==> src/rtl/td4_uart_prog_loader_if.sv <==
// Signal bundle between the UART program loader and the TD4 core it feeds:
// serial/reload inputs plus the program image and load status.
interface td4_uart_prog_loader_if;
    logic         RXD;
    logic         LOAD_REQ;
    logic [127:0] MEM;
    logic         CPU_RSTN;
    logic         BUSY;
    logic         DONE;
    logic         FRAME_ERR;
    logic         CHK_ERR;
    logic [4:0]   PTR;

    modport master (
        input  RXD, LOAD_REQ,
        output MEM, CPU_RSTN, BUSY, DONE, FRAME_ERR, CHK_ERR, PTR
    );

    modport slave (
        output RXD, LOAD_REQ,
        input  MEM, CPU_RSTN, BUSY, DONE, FRAME_ERR, CHK_ERR, PTR
    );
endinterface

==> src/rtl/td4_uart_prog_loader.sv <==
// Loads a 16-byte TD4 program plus checksum over UART 8N1 and keeps the core
// in reset until an image whose bytes and checksum sum to zero is in place.
module td4_uart_prog_loader #(
    parameter int BAUD_DIV = 434
) (
    input logic                    CLK,
    input logic                    RST,
    td4_uart_prog_loader_if.master bus
);
    localparam logic [15:0] HALF_BIT = 16'(BAUD_DIV / 2);
    localparam logic [15:0] FULL_BIT = 16'(BAUD_DIV);

    typedef enum logic [1:0] {RX_IDLE, RX_START, RX_DATA, RX_STOP} rx_state_t;
    typedef enum logic [1:0] {ST_LOADING, ST_RUN, ST_ERROR} state_t;

    logic         rxd_s1, rxd_s2, rxd_prev;
    logic         lr_s1, lr_s2, lr_prev;
    logic         lr_edge, rx_fall;
    rx_state_t    rx_state, rx_next;
    logic [15:0]  rx_cnt;
    logic [2:0]   rx_bit;
    logic [7:0]   rx_shift;
    logic         tick, byte_ok, stop_bad;
    state_t       state, next_state;
    logic [127:0] mem;
    logic [4:0]   ptr;
    logic [7:0]   sum, sum_next;
    logic         accept, frame_err;
    logic         cpu_rstn_q, busy_q, done_q, chk_err_q;
    logic         cpu_rstn_d, busy_d, done_d, chk_err_d;

    // RXD idles high, so its synchroniser resets high to avoid a false start edge
    always_ff @(posedge CLK or negedge RST) begin
        if (!RST) begin
            rxd_s1   <= 1'b1;
            rxd_s2   <= 1'b1;
            rxd_prev <= 1'b1;
            lr_s1    <= 1'b0;
            lr_s2    <= 1'b0;
            lr_prev  <= 1'b0;
        end else begin
            rxd_s1   <= bus.RXD;
            rxd_s2   <= rxd_s1;
            rxd_prev <= rxd_s2;
            lr_s1    <= bus.LOAD_REQ;
            lr_s2    <= lr_s1;
            lr_prev  <= lr_s2;
        end
    end

    assign lr_edge  = lr_s2 & ~lr_prev;
    assign rx_fall  = rxd_prev & ~rxd_s2;
    assign tick     = (rx_cnt == 16'd1);
    assign byte_ok  = (rx_state == RX_STOP) && tick && rxd_s2;
    assign stop_bad = (rx_state == RX_STOP) && tick && !rxd_s2;

    always_ff @(posedge CLK or negedge RST) begin
        if (!RST) rx_state <= RX_IDLE;
        else      rx_state <= rx_next;
    end

    always_comb begin
        rx_next = rx_state;
        case (rx_state)
            RX_IDLE:  if (rx_fall) rx_next = RX_START;
            RX_START: if (tick) rx_next = rxd_s2 ? RX_IDLE : RX_DATA;
            RX_DATA:  if (tick && rx_bit == 3'd7) rx_next = RX_STOP;
            RX_STOP:  if (tick) rx_next = RX_IDLE;
            default:  rx_next = RX_IDLE;
        endcase
    end

    // Bit timer: half a bit to the start-bit centre, then a full bit per sample
    always_ff @(posedge CLK or negedge RST) begin
        if (!RST) begin
            rx_cnt   <= 16'd0;
            rx_bit   <= 3'd0;
            rx_shift <= 8'd0;
        end else begin
            if (rx_state == RX_IDLE) begin
                if (rx_fall) rx_cnt <= HALF_BIT;
            end else if (tick) begin
                rx_cnt <= FULL_BIT;
            end else begin
                rx_cnt <= rx_cnt - 16'd1;
            end
            if (rx_state == RX_START && tick) rx_bit <= 3'd0;
            if (rx_state == RX_DATA && tick) begin
                rx_bit   <= rx_bit + 3'd1;
                rx_shift <= {rxd_s2, rx_shift[7:1]};
            end
        end
    end

    assign sum_next = sum + rx_shift;
    assign accept   = (state == ST_LOADING) && byte_ok && !lr_edge;

    always_ff @(posedge CLK or negedge RST) begin
        if (!RST) state <= ST_LOADING;
        else      state <= next_state;
    end

    always_comb begin
        next_state = state;
        if (lr_edge)
            next_state = ST_LOADING;
        else if (accept && ptr == 5'd16)
            next_state = (sum_next == 8'd0) ? ST_RUN : ST_ERROR;
    end

    // Status outputs are derived from the next state and registered, so
    // CPU_RSTN changes in the same cycle as the state and never glitches
    always_comb begin
        cpu_rstn_d = (next_state == ST_RUN);
        busy_d     = (next_state == ST_LOADING);
        chk_err_d  = (next_state == ST_ERROR);
        done_d     = (state == ST_LOADING) && (next_state == ST_RUN);
    end

    always_ff @(posedge CLK or negedge RST) begin
        if (!RST) begin
            cpu_rstn_q <= 1'b0;
            busy_q     <= 1'b1;
            done_q     <= 1'b0;
            chk_err_q  <= 1'b0;
        end else begin
            cpu_rstn_q <= cpu_rstn_d;
            busy_q     <= busy_d;
            done_q     <= done_d;
            chk_err_q  <= chk_err_d;
        end
    end

    always_ff @(posedge CLK or negedge RST) begin
        if (!RST) begin
            mem       <= 128'd0;
            ptr       <= 5'd0;
            sum       <= 8'd0;
            frame_err <= 1'b0;
        end else begin
            if (lr_edge) begin
                ptr <= 5'd0;
                sum <= 8'd0;
            end else if (accept && ptr != 5'd16) begin
                mem[{ptr[3:0], 3'b000} +: 8] <= rx_shift;
                sum <= sum_next;
                ptr <= ptr + 5'd1;
            end
            if (lr_edge)       frame_err <= 1'b0;
            else if (stop_bad) frame_err <= 1'b1;
        end
    end

    assign bus.MEM       = mem;
    assign bus.PTR       = ptr;
    assign bus.FRAME_ERR = frame_err;
    assign bus.CPU_RSTN  = cpu_rstn_q;
    assign bus.BUSY      = busy_q;
    assign bus.DONE      = done_q;
    assign bus.CHK_ERR   = chk_err_q;
endmodule
==> src/flat_wrapper.sv <==
// flat-port wrapper written by rule: the top's interface ports become plain ports
module td4_uart_prog_loader_flat 
#(
    parameter int BAUD_DIV = 434
)
  (CLK, RST, bus_RXD, bus_LOAD_REQ, bus_MEM, bus_CPU_RSTN, bus_BUSY, bus_DONE, bus_FRAME_ERR, bus_CHK_ERR, bus_PTR);
  td4_uart_prog_loader_if bus_i ();
  input logic CLK;
  input logic RST;
  input wire logic [$bits(bus_i.RXD)-1:0] bus_RXD;
  input wire logic [$bits(bus_i.LOAD_REQ)-1:0] bus_LOAD_REQ;
  output wire logic [$bits(bus_i.MEM)-1:0] bus_MEM;
  output wire logic [$bits(bus_i.CPU_RSTN)-1:0] bus_CPU_RSTN;
  output wire logic [$bits(bus_i.BUSY)-1:0] bus_BUSY;
  output wire logic [$bits(bus_i.DONE)-1:0] bus_DONE;
  output wire logic [$bits(bus_i.FRAME_ERR)-1:0] bus_FRAME_ERR;
  output wire logic [$bits(bus_i.CHK_ERR)-1:0] bus_CHK_ERR;
  output wire logic [$bits(bus_i.PTR)-1:0] bus_PTR;
  assign bus_i.RXD = bus_RXD;
  assign bus_i.LOAD_REQ = bus_LOAD_REQ;
  assign bus_MEM = bus_i.MEM;
  assign bus_CPU_RSTN = bus_i.CPU_RSTN;
  assign bus_BUSY = bus_i.BUSY;
  assign bus_DONE = bus_i.DONE;
  assign bus_FRAME_ERR = bus_i.FRAME_ERR;
  assign bus_CHK_ERR = bus_i.CHK_ERR;
  assign bus_PTR = bus_i.PTR;
  td4_uart_prog_loader #(.BAUD_DIV(BAUD_DIV)) u_core (.CLK(CLK), .RST(RST), .bus(bus_i));
endmodule
==> config.mk <==
export PLATFORM = sky130hd
export DESIGN_NAME = td4_uart_prog_loader_flat
export DESIGN_NICKNAME = d
export VERILOG_FILES = /design/src/rtl/td4_uart_prog_loader_if.sv /design/src/rtl/td4_uart_prog_loader.sv /design/src/flat_wrapper.sv
export SDC_FILE = /design/constraint.sdc
export NUM_CORES = 1
export LEC_CHECK = 0
export ABC_AREA = 1
export CAP_MARGIN = 40
export CORE_ASPECT_RATIO = 1.4
export CORE_MARGIN = 1.5
export CORE_UTILIZATION = 49
export CTS_BUF_LIST = sky130_fd_sc_hd__clkbuf_8
export DETAILED_ROUTE_END_ITERATION = 10
export PLACE_DENSITY = 0.78
export RECOVER_POWER = 25
export SETUP_SLACK_MARGIN = 0.5
export SYNTH_ARGS = -nofsm -noshare
export SYNTH_HDL_FRONTEND = slang
export SYNTH_SLANG_ARGS = --single-unit
==> constraint.sdc <==
create_clock -name CLK -period 2.7 [get_ports CLK]
set_input_delay 0.27 -clock CLK [delete_from_list [all_inputs] [get_ports CLK]]
set_output_delay 0.27 -clock CLK [all_outputs]
set_load 0.01 [all_outputs]
# Word-level counts from Yosys, hierarchy flattened
# Cells that the tools add are included.
# classes
addsub	5
eq_ne	13
shift	2
n_mux	21
n_bitwise	5
reduce_logical	22
# ops
operator	n
bitwise mux 128 bit	1
variable shift 8 x 9 -> 128 bit, first input constant	1
variable part select 8 x 9 -> 128 bit	1
two-way mux 16 bit	3
== test 16 x 1 -> 1 bit, second input constant	1
two-way mux 2 bit	8
two-way mux 8 bit	2
subtractor 16 x 1 -> 16 bit, second input constant	1
logical AND 1 bit	11
two-way mux 5 bit	2
negator 7 -> 9 bit	1
adder 8 bit	1
logical NOT 8 bit	1
inequality test 2 x 1 -> 1 bit, second input constant	4
one-hot mux 2 bit (4 select lines)	1
== test 2 bit, second input constant	3
logical NOT 2 bit	3
two-way mux 3 bit	2
nonzero test 2 bit	3
adder 5 x 1 -> 5 bit, second input constant	1
== test 5 bit, second input constant	1
inequality test 5 bit, second input constant	1
== test 2 x 1 -> 1 bit, second input constant	2
AND reduction 4 bit	1
7 further kinds	12
# totals
register_bits	183
in_bits	4
wordCells	87

# Depth between registers and ports, before layout
# logic_depth
word_depth	10
depth_mapped	15

# Worst setup path after synthesis
# No wires, ideal clock.
# synth_timing
path_type	register to register
start	register u_core.ptr[0] (netlist: u_core.bus.PTR[0])
end	register u_core.mem[103] (netlist: u_core.bus.MEM[103])
setup_ns	0.131
arrival_ns	2.627
required_ns	2.569
slack_ns	-0.058
stages_incl_launch_ff	11
path_buffers	2
path_cell_list	dfrtp_1 -> inv_1 -> clkbuf_1 -> clkbuf_1 -> ha_1 -> clkinv_1 -> nand3_1 -> nor2_1 -> nand4_1 -> nand2_1 -> o21ai_0
# synth_via
elab_chain_len	3
elab_cells_between_ends	7
# synth_lines
element	line_no	rtl
from (decl)	td4_uart_prog_loader.sv:26	logic [4:0] ptr;
from (signal assigned)	td4_uart_prog_loader.sv:147	ptr <= ptr + 5'd1;
negator 7 -> 9 bit or inequality test 5 bit (tied branches)	td4_uart_prog_loader.sv:145, td4_uart_prog_loader.sv:144	
variable part select 8 x 9 -> 128 bit (tied with other cells)	td4_uart_prog_loader.sv:145	mem[{ptr[3:0], 3'b000} +: 8] <= rx_shift;
bitwise mux 128 bit or AND reduction 2 bit (tied branches)	n/a	
to (signal, indexed assignment)	td4_uart_prog_loader.sv:145	
to (decl)	td4_uart_prog_loader.sv:25	logic [127:0] mem;
# Several ways; a longest one is shown, not always the timed one.
# A chain may end at the register's enable or synchronous reset.

# Worst setup path after layout
# layout_timing
start	register u_core.rx_cnt[13]
end	register u_core.mem[14] (netlist: u_core.bus.MEM[14])
# layout_via
elab_chain_len	7
# layout_lines
element	line_no	rtl
from (decl)	td4_uart_prog_loader.sv:20	logic [15:0] rx_cnt;
from (signal assigned)	td4_uart_prog_loader.sv:85	rx_cnt <= rx_cnt - 16'd1;
== test 16 x 1 -> 1 bit	td4_uart_prog_loader.sv:53	assign tick = (rx_cnt == 16'd1);
logical AND 1 bit (2 in a row)	td4_uart_prog_loader.sv:54	assign byte_ok = (rx_state == RX_STOP) && tick && rxd_s2;
logical AND 1 bit (2 in a row)	td4_uart_prog_loader.sv:96	assign accept = (state == ST_LOADING) && byte_ok && !lr_edge;
logical AND 1 bit	td4_uart_prog_loader.sv:144	end else if (accept && ptr != 5'd16) begin
AND reduction 2 bit (no line)	n/a	
# No other way between the ends.

==> results.toml <==
[sta]
rsz0062_at_grt = "true"
report.final.slew_viol_count = 59
postLayoutSetupSlackWorst_ps = 449
period_share = 0.834
tns_ps = 0
fmax_ghz = 0.444
max_slew_margin = -0.0146
finalSetupViolCount = 0
worst_hold_slack_ps = 344
clock-skew-final_ps = 16.3
finalCriticalPeriod_ps = 2250
worst_pin_slew_ps = 1520
final_hold_viol_count = 0

[final_layout]
nFillCells = 1292
drive_gt1_frac = 0.139
regArea_um2 = 4590
fin_util = 0.662
fin_cells = 1318
fin_nets = 1126
antenna_cells = 0
multiInputGateArea_um2 = 3370
syn_to_final_growth_pct = 32.6

[job]
drv_cap = 1

[grt]
antenna_found_initial = 0
grt_use_total = 0.251
grt_max_degree = 73
grt_overflow = 0
grt_pass1_wl_um = 34000
grt_pass1_vias = 6675

[placement]
placed_cells = 1264
gp_congestion = 0.934
dpl.hpwl_um = 14900
pre_cts_ws_ps = 340
port_buffers = 141

[worst_setup_path]
arrival_ps = 2620
critPathCaptureType = "flop"
cp_top_family = "simple AND/OR/NAND/NOR gates"
ff2ff_setup_slack_ps = 450
r2r_end = "u_core.bus.MEM[14]$_DFFE_PN0P_"
cp_slowest_stage_delay_ps = 450
rr_startpoint = "u_core.rx_cnt[13]$_DFFE_PN0P_"
worstPathCellList = "nor2_4 -> nand2_1 -> nor2_2 -> nand2_2 -> nor3_4 -> nand2_4 -> buf_6 -> nor2_8 -> buf_6 -> nand2_8 -> nand2_2 -> o21ai_1"
cp_num_buf_inv = 2
crit_fanout = 8
worstPathRequired_ps = 3070
worstSetupPathType = "flop to flop"
r2r.worst_path.cells = 12
cp-start-kind = "flop"
critPathSlowestCell = "dfrtp_2"

[clock_network]
htree_levels = 4
clk_path_buf_depth = 2
clk_latency_ps = 490
cts_tree = "built"
clockRootBuffer = "clkbuf_8"
clk_pin_slew_worst_paths_ps = 100
cts_buffers = 17
clkSinkCount = 183

[worst_hold_path]
hold_path_end = "u_core.rxd_s1$_DFF_PN1_"
worstHoldPathCells = 1
hold_start = "bus_RXD"
hp-class = "primary input to flop"

[drt]
drt_first_pass_iters = 6
ant_nets = 0
vias = 6952
drc = 0
routed_wl_um = 21900
via_per_inst = 5.27
drtIter0Drc = 459
wl_per_cell_um = 16.6

[synthesis]
synth_edf_count = 0
synth_top_area_share = 0.555
ys_top_cells_by_area = "dfrtp_1 55%, nand2_1 14%, o21ai_0 6.7%"
yosysSeqAreaShare = 0.568
avgSynthCellArea_um2 = 8.62
ys_seq_elements = 183
synth_area_um2 = 8070
synth_ff_type = "dfrtp_1"
synthCells = 936
synthesis.nets = 956
ys_warn_count = 0
async_flop_share = 1.00
synth_cell_types = 37
synth_area_leader_cell = "dfrtp_1"

[power_and_ir_drop]
vdd_drop_max_mv = 0.380
p_leak_nw = 5.01
power.density_nw_per_um2 = 528

[die]
core_um2 = 16200
fp.dieW_um = 111
initial_core_util = 0.499
rows = 55
dieHeight_um = 155
boundaryPins = 142
dieArea_um2 = 17300

[status]
status = "complete, but fails checks"
violations = "capacitance limit, slew limit"
[sequential cells by signal (all words and copies together), names as in the netlist, named ones only]
| register | flops |
|---|---|
| u_core.bus.MEM | 128 |
| u_core.rx_cnt | 16 |
| u_core.rx_shift | 8 |
| u_core.sum | 8 |
| u_core.bus.PTR | 5 |
| u_core.rx_bit | 3 |
| u_core.state | 2 |
| u_core.bus.BUSY | 1 |
| u_core.bus.CHK_ERR | 1 |
| u_core.bus.CPU_RSTN | 1 |
| u_core.bus.DONE | 1 |
| u_core.bus.FRAME_ERR | 1 |
| u_core.lr_prev | 1 |
| u_core.lr_s1 | 1 |
| u_core.lr_s2 | 1 |
| u_core.rx_state | 1 |
| u_core.rxd_prev | 1 |
| u_core.rxd_s1 | 1 |
| u_core.rxd_s2 | 1 |
[how the worst max path moves through the flow]
stage,start,end,slack [ps],depth (start not counted)
after floorplan,u_core.bus.PTR[0]$_DFFE_PN0P_,u_core.bus.MEM[103]$_DFFE_PN0P_,500,10
after global placement,u_core.rx_cnt[1]$_DFFE_PN0P_,u_core.bus.MEM[5]$_DFFE_PN0P_,450,14
after detailed placement,u_core.rx_cnt[1]$_DFFE_PN0P_,u_core.bus.MEM[93]$_DFFE_PN0P_,340,13
after CTS,u_core.rx_cnt[1]$_DFFE_PN0P_,u_core.bus.MEM[14]$_DFFE_PN0P_,490,14
after global routing,RST,u_core.bus.MEM[67]$_DFFE_PN0P_,320,3
final,u_core.rx_cnt[13]$_DFFE_PN0P_,u_core.bus.MEM[14]$_DFFE_PN0P_,450,12
[report_power, final]
group	internal [mW]	total (mW)	switching (mW)
Sequential	2.86	3.00	0.144
Clock	0.864	1.97	1.10
Combinational	0.244	0.680	0.436
Total	3.97	5.65	1.68
[per-layer routing]
metal,vias to the layer above,wire [um],track usage
met5,-,0,0
met4,0,670,0.0952
met3,50,1210,0.0600
met2,217,11100,0.427
met1,3349,8920,0.312
li1,3336,-,-
[area by class of cell]
| cell class | count | share of cell area |
|---|---|---|
| flip-flops and latches | 183 | 0.429 |
| multi-input cells | 636 | 0.315 |
| repair buffers | 172 | 0.159 |
| inverters | 96 | 0.0343 |
| well taps | 199 | 0.0233 |
| clock buffers | 17 | 0.0219 |
| clock inverters | 15 | 0.0171 |
[logic make-up (layout without fill, tap and decap cells)]
family,count (synthesis),count (layout),synth area share
simple gates,454,458,0.237
flops,183,183,0.568
compound gates,149,149,0.0950
buf+inv,121,300,0.0601
fa+ha+maj,16,16,0.0257
xor+xnor,13,13,0.0141
[timing repair]
action	in CTS	in global routing
buffers inserted	3	14
gates cloned	1	3
gates resized for setup	19	88
endpoints found under the setup margin	114	136
endpoints found under the hold margin	52	0
hold buffers	1	0
pin swaps	3	13
[synth_stat cells (all sizes together), types with 3 or more instances]
master / n
nand2: 320
o21ai: 128
o22ai: 7
nor2: 59
dfstp: 4
a21oi: 9
dfrtp: 179
nand3: 35
nand4: 7
buf: 10
xnor2: 3
xor2: 10
clkbuf: 15
ha: 15
nor3: 27
inv: 95
[cells in the final DEF, fill, tap and decap left out, drive strengths merged, types with 3 or more instances in the layout]
master	instances
dfstp	4
xor2	10
dlygate4sd3	3
clkbuf	19
buf	29
inv	104
nor2	59
nand4	7
clkinv	5
o22ai	7
ha	15
a21oi	9
dfrtp	179
xnor2	3
o21ai	128
nor3	27
clkdlybuf4s50	138
nand3	35
nand2	324
[per-stage QoR]
stage	power, mW	cell area (um^2)
after floorplan	3.45	8100
after global placement	3.64	9740
after detailed placement	3.66	9740
after CTS	5.60	10300
after global routing	5.88	10700
final	5.65	10700
No activity file was read; power rests on OpenSTA's default activity.
